**src/rtl/cpu_pkg.sv**
```systemverilog
// Shared CPU definitions: datapath width, register address width,
// multiply/divide op encodings and the muldiv FSM state encoding.
package cpu_pkg;

    localparam int XLEN   = 32;
    localparam int REG_AW = 5;

    typedef enum logic [1:0] {
        OP_MUL   = 2'd0,
        OP_MULHU = 2'd1,
        OP_DIVU  = 2'd2,
        OP_REMU  = 2'd3
    } op_t;

    typedef enum logic [1:0] {
        ST_IDLE = 2'd0,
        ST_RUN  = 2'd1,
        ST_WB   = 2'd2
    } state_t;

    function automatic logic op_is_div(input op_t o);
        return (o == OP_DIVU) || (o == OP_REMU);
    endfunction

endpackage

```
**src/rtl/muldiv_unit_if.sv**
```systemverilog
// Issue-side request and register-file write-back signals of the muldiv unit.
interface muldiv_unit_if
    import cpu_pkg::*;
#(
    parameter int XLEN = cpu_pkg::XLEN
);

    logic              start;
    op_t               op;
    logic [XLEN-1:0]   rda;
    logic [XLEN-1:0]   rdb;
    logic [REG_AW-1:0] rd;
    logic              busy;
    logic [REG_AW-1:0] wa;
    logic [XLEN-1:0]   wda;
    logic              reg_wr;

    modport master (
        output start, op, rda, rdb, rd,
        input  busy, wa, wda, reg_wr
    );

    modport slave (
        input  start, op, rda, rdb, rd,
        output busy, wa, wda, reg_wr
    );

endinterface

```
**src/rtl/muldiv_unit.sv**
```systemverilog
// Multi-cycle unsigned multiply/divide: XLEN shift-add or restoring
// shift-subtract iterations, then a single-cycle register-file write-back.
module muldiv_unit
    import cpu_pkg::*;
#(
    parameter int XLEN = cpu_pkg::XLEN
) (
    input  logic          clk,
    input  logic          reset,
    muldiv_unit_if.slave  bus
);

    localparam int CW = $clog2(XLEN);

    state_t            state, state_next;
    op_t               op_q;
    logic [REG_AW-1:0] rd_q;
    logic [XLEN:0]     hi;
    logic [XLEN-1:0]   lo;
    logic [XLEN-1:0]   b_q;
    logic [CW-1:0]     cnt;
    logic [REG_AW-1:0] wa_q;
    logic [XLEN-1:0]   wda_q;
    logic              busy;
    logic              reg_wr;
    logic              last_iter;
    logic [2*XLEN:0]   step_out;
    logic [XLEN-1:0]   result;

    // MUL: hi:lo is the product, low half starts as the multiplier and drains out.
    // DIV: hi is the partial remainder, lo shifts dividend bits out and quotient bits in.
    function automatic logic [2*XLEN:0] step(
        input logic            is_div,
        input logic [XLEN:0]   h,
        input logic [XLEN-1:0] l,
        input logic [XLEN-1:0] b
    );
        logic [XLEN:0] sum;
        logic [XLEN:0] shifted;
        if (!is_div) begin
            sum = {1'b0, h[XLEN-1:0]} + (l[0] ? {1'b0, b} : '0);
            return {1'b0, sum, l[XLEN-1:1]};
        end else begin
            shifted = {h[XLEN-1:0], l[XLEN-1]};
            if (shifted >= {1'b0, b})
                return {shifted - {1'b0, b}, l[XLEN-2:0], 1'b1};
            else
                return {shifted, l[XLEN-2:0], 1'b0};
        end
    endfunction

    assign last_iter = (cnt == CW'(XLEN - 1));
    assign step_out  = step(op_is_div(op_q), hi, lo, b_q);
    assign result    = ((op_q == OP_MUL) || (op_q == OP_DIVU)) ? step_out[XLEN-1:0]
                                                               : step_out[2*XLEN-1:XLEN];

    always_ff @(posedge clk or negedge reset) begin
        if (!reset)
            state <= ST_IDLE;
        else
            state <= state_next;
    end

    always_comb begin
        state_next = state;
        busy       = 1'b0;
        reg_wr     = 1'b0;
        case (state)
            ST_IDLE: begin
                if (bus.start)
                    state_next = ST_RUN;
            end
            ST_RUN: begin
                busy = 1'b1;
                if (last_iter)
                    state_next = ST_WB;
            end
            ST_WB: begin
                busy       = 1'b1;
                reg_wr     = (rd_q != '0);
                state_next = ST_IDLE;
            end
            default: state_next = ST_IDLE;
        endcase
    end

    always_ff @(posedge clk or negedge reset) begin
        if (!reset) begin
            op_q  <= OP_MUL;
            rd_q  <= '0;
            hi    <= '0;
            lo    <= '0;
            b_q   <= '0;
            cnt   <= '0;
            wa_q  <= '0;
            wda_q <= '0;
        end else if (state == ST_IDLE) begin
            if (bus.start) begin
                op_q <= bus.op;
                rd_q <= bus.rd;
                hi   <= '0;
                lo   <= op_is_div(bus.op) ? bus.rda : bus.rdb;
                b_q  <= op_is_div(bus.op) ? bus.rdb : bus.rda;
                cnt  <= '0;
            end
        end else if (state == ST_RUN) begin
            hi  <= step_out[2*XLEN:XLEN];
            lo  <= step_out[XLEN-1:0];
            cnt <= cnt + 1'b1;
            // The write-back registers load from the final iteration's result directly.
            if (last_iter) begin
                wa_q  <= rd_q;
                wda_q <= result;
            end
        end
    end

    assign bus.busy   = busy;
    assign bus.reg_wr = reg_wr;
    assign bus.wa     = wa_q;
    assign bus.wda    = wda_q;

endmodule
```
**src/flat_wrapper.sv**
```systemverilog
// flat-port wrapper written by rule: the top's interface ports become plain ports
module muldiv_unit_flat import cpu_pkg::*;
#(
    parameter int XLEN = cpu_pkg::XLEN
)
  (clk, reset, bus_start, bus_op, bus_rda, bus_rdb, bus_rd, bus_busy, bus_wa, bus_wda, bus_reg_wr);
  muldiv_unit_if #(.XLEN(XLEN)) bus_i ();
  input  logic clk;
  input  logic reset;
  input wire logic [$bits(bus_i.start)-1:0] bus_start;
  input wire logic [$bits(bus_i.op)-1:0] bus_op;
  input wire logic [$bits(bus_i.rda)-1:0] bus_rda;
  input wire logic [$bits(bus_i.rdb)-1:0] bus_rdb;
  input wire logic [$bits(bus_i.rd)-1:0] bus_rd;
  output wire logic [$bits(bus_i.busy)-1:0] bus_busy;
  output wire logic [$bits(bus_i.wa)-1:0] bus_wa;
  output wire logic [$bits(bus_i.wda)-1:0] bus_wda;
  output wire logic [$bits(bus_i.reg_wr)-1:0] bus_reg_wr;
  assign bus_i.start = bus_start;
  assign bus_i.op = bus_op;
  assign bus_i.rda = bus_rda;
  assign bus_i.rdb = bus_rdb;
  assign bus_i.rd = bus_rd;
  assign bus_busy = bus_i.busy;
  assign bus_wa = bus_i.wa;
  assign bus_wda = bus_i.wda;
  assign bus_reg_wr = bus_i.reg_wr;
  muldiv_unit #(.XLEN(XLEN)) u_core (.clk(clk), .reset(reset), .bus(bus_i));
endmodule
```
**config.mk**
```make
export PLATFORM = sky130hd
export DESIGN_NAME = muldiv_unit_flat
export DESIGN_NICKNAME = d
export VERILOG_FILES = /design/src/rtl/cpu_pkg.sv /design/src/rtl/muldiv_unit_if.sv /design/src/rtl/muldiv_unit.sv /design/src/flat_wrapper.sv
export SDC_FILE = /design/constraint.sdc
export NUM_CORES = 1
export LEC_CHECK = 0
export BUFFER_PORTS_ARGS = -buffer_cell sky130_fd_sc_hd__buf_2
export CORE_ASPECT_RATIO = 1.2
export CORE_UTILIZATION = 39
export CTS_CLUSTER_SIZE = 20
export DETAILED_ROUTE_END_ITERATION = 12
export GPL_TIMING_DRIVEN = 0
export PLACE_DENSITY_LB_ADDON = 0.12
export REMOVE_ABC_BUFFERS = 1
export SLEW_MARGIN = 10
export SYNTH_ARGS = -nofsm -noshare
export SYNTH_HDL_FRONTEND = slang
export SYNTH_SLANG_ARGS = --single-unit
```
**constraint.sdc**
```tcl
create_clock -name clk -period 3.5 [get_ports clk]
set_input_delay 0.35 -clock clk [delete_from_list [all_inputs] [get_ports clk]]
set_output_delay 0.35 -clock clk [all_outputs]
set_load 0.03 [all_outputs]
```
==> metrics.yaml <==
sta:
  tightest_slew_ns: 1.05
  period_needed_ns: 3.37
  fin_tns_setup_ns: 0
  drv_slew: 0
  worst_slack_ns: 0.135
  final_hold_viol_count: 0
  final.setup_skew_ns: 0.00895
  finalCritPeriodShare: 0.961
  rsz0062_at_grt: "no"
  setup_viol: 0
  max_slew_margin: 0.297
  max_freq_mhz: 297
hold_path:
  hold_class: "in2reg"
  min-delay-start: "bus_rd[4]"
synthesis:
  yosys-top-cells-area: "dfrtp_1 32%, mux2i_1 8.6%, ha_1 7.7%, nand2_1 5.0%, a21oi_1 3.7%"
  yosysSeqAreaShare: 0.324
  synth_common_cells: "151 x nand2_1, 147 x dfrtp_1, 98 x mux2i_1"
  syn-instance-count: 1309
  synthArstFlopShare: 1.00
  yosys_warnings: 0
  ys_dominant_reg_cell: "dfrtp_1"
  syn_area_per_cell_sq_um: 8.67
  synth_edf_count: 0
  netlist_area_sq_um: 11400
  ys_ff_latch: 147
  synth_top_area_frac: 0.324
  synth_cell_types: 85
  yosys.area.top_type: "dfrtp_1"
  synth.most_common_cell: "nand2_1"
worst_setup_path:
  reg2reg_from: "u_core.lo[0]"
  arrival_ns: 3.63
  end_kind: "flip-flop"
  critPathRequiredTime_ns: 3.77
  worstSetupPathType: "reg2reg"
  path_cells: "and2_1 > ha_1 > inv_1 > fa_1 > nand2b_1 > a21oi_2 > o21ai_4 > o31ai_4 > a21oi_1 > o21ai_1 > xor2_1 > mux2i_1 > o221ai_1"
  critPathLaunchType: "flip-flop"
  crit_slowest_cell: "dfrtp_4"
  critPathTopFamily: "compound AO/OA/AOI/OAI gates"
  cpPeakStageDelay_ns: 0.50
  critPathLaunch: "u_core.lo[0]"
  worst-path-buf-inv: 1
  crit_path_max_fanout: 11
clocking:
  cts_tree: "yes"
  root_buffer: "clkbuf_16"
  worstSkewPairLatency_ns: 0.43
  clock_path_buffers: 2
  clkTransAtPathRegs_ns: 0.07
  cts.sinks: 147
  htree_levels: 4
  cts_buffers: 17
route:
  wl_met3_mm: 1.52
  via_per_inst: 5.78
  drt-total-wl_mm: 35.8
  wl_met2_mm: 17.3
  wire_per_inst_um: 20.2
  ant_nets: 0
  route.vias.total: 10300
  dr.max_layer_used: "met4"
  drt_iter0_drc: 564
  drc: 0
  dr.pass1.iters: 5
  wl_met1_mm: 16.0
placed_design:
  gp_congestion: 0.896
  dp.cells: 1738
  pre_cts_ws_ns: -1.14
  dp_hpwl_mm: 26.0
  port-buffer-count: 112
grt:
  grt_usage: 0.250
  grt_start_max_net_pins: 84
  overflow: 0
  grt_pass1_wl_mm: 56.5
  antenna_found_initial: 0
  grt_pass1_vias: 10000
final_layout:
  finalNetCount: 1525
  syn_to_final_growth_pct: 15.4
  final_cells: 1776
  final_layout_size_suffix_gt1_frac: 0.158
  final_core_util: 0.457
  nFillCells: 2885
  antenna_cells: 0
floorplanning:
  initial_core_util: 0.396
  dieHeight_um: 189
  dieWidth_um: 158
  dieArea_sq_um: 29800
  rows: 68
  core_sq_um: 28700
  ios: 113
power_and_ir_drop:
  p_leak_nw: 6.31
  finalPower_mw: 12.9
  p_per_area_nw_per_um2: 984
  peakVddDrop_uv: 463
job:
  cap_violations: 0
status:
  outcome: "finished, final reports clean"
-- placed cells by master (no fill, tap or decap), drive strengths merged, types with 10 or more instances in the layout --
master | Yosys | routed
a221o | 15 | 15
nor3 | 14 | 14
ha | 70 | 70
a211oi | 13 | 13
nand3 | 20 | 20
a31oi | 25 | 25
clkbuf | 59 | 23
o22ai | 34 | 34
a22o | 21 | 21
inv | 58 | 58
xor2 | 17 | 17
a21o | 44 | 44
mux2i | 100 | 100
nor2 | 92 | 92
and2 | 37 | 37
mux2 | 17 | 17
o221ai | 10 | 10
buf | 17 | 125
o21bai | 11 | 11
nand4 | 13 | 13
o21ai | 90 | 90
nand2 | 152 | 153
nand2b | 11 | 11
dfrtp | 147 | 147
xnor2 | 35 | 35
a21oi | 90 | 90
-- cells by family after synthesis --
family	share of synthesized area
AOI/OAI and AO/OA	0.246
and+or+nand+nor	0.154
DFF	0.324
buffers and inverters	0.0471
muxes	0.108
adders and majority gates	0.0807
xor gates and xnor gates	0.0401
-- stage by stage --
stage | hold slack (ns) | cell area (sq um)
floorplan | 0.0544 | 11000
global placement | 0.465 | 12100
detailed placement | 0.330 | 12300
CTS | 0.0933 | 13000
global route | 0.106 | 13100
finish | 0.104 | 13100
-- final cells by class --
type | instances | area, sq um | area share
tap | 385 | 482 | 0.0368
multi-input combinational | 1029 | 7310 | 0.558
inverter | 58 | 218 | 0.0166
timing repair buffer | 126 | 830 | 0.0633
sequential | 147 | 3690 | 0.281
clock inverter | 8 | 104 | 0.00793
clock buffer | 23 | 468 | 0.0357
-- where the power goes --
group	switching [mW]	internal [mW]	leakage, nW	total (mW)
clock network	0.739	1.08	0.277	1.82
logic	4.90	3.21	4.13	8.10
registers	0.710	2.26	1.90	2.97
total	6.34	6.55	6.31	12.9
-- worst min-delay path: cells and delay by family --
family	cells	cell delay [ns]
and+or+nand+nor	2	0.08
buffers and inverters	1	0.08
-- sequential cells by signal, summed over array words and instances, names as in the netlist --
name,count
u_core.rd_q,5
u_core.bus.wda,32
u_core.bus.wa,5
u_core.state,2
u_core.cnt,5
u_core.op_q,2
u_core.hi,32
u_core.b_q,32
u_core.lo,32
-- per-layer routing --
layer | vias up | track usage
li1 | 4916 | -
met1 | 5049 | 0.339
met2 | 258 | 0.404
met3 | 47 | 0.0346
met4 | 0 | 0.0922
met5 | - | 0
-- path summary, 6_finish.rpt --
path	end	slack, ns	cells past startpoint
min in group asynchronous	u_core.lo[26]	0.45	2
worst min register to register	u_core.bus.wda[12]	0.49	2
worst min-delay path	u_core.rd_q[4]	0.10	3
worst max-delay path	u_core.bus.wda[25]	0.13	13
worst max register to register	u_core.bus.wda[25]	0.13	13
max in group asynchronous	u_core.lo[0]	2.20	3
-- what timing repair did --
| action | in CTS | in global routing |
|---|---|---|
| hold buffers | 1 | 0 |
| resized for setup | 12 | 15 |
| setup buffers | 1 | 4 |
| hold endpoints to repair | 64 | 0 |
| setup endpoints to repair | 56 | 29 |
| cloned | 1 | 0 |
| pin swaps | 1 | 4 |
Power figures use the tool's default switching activity.
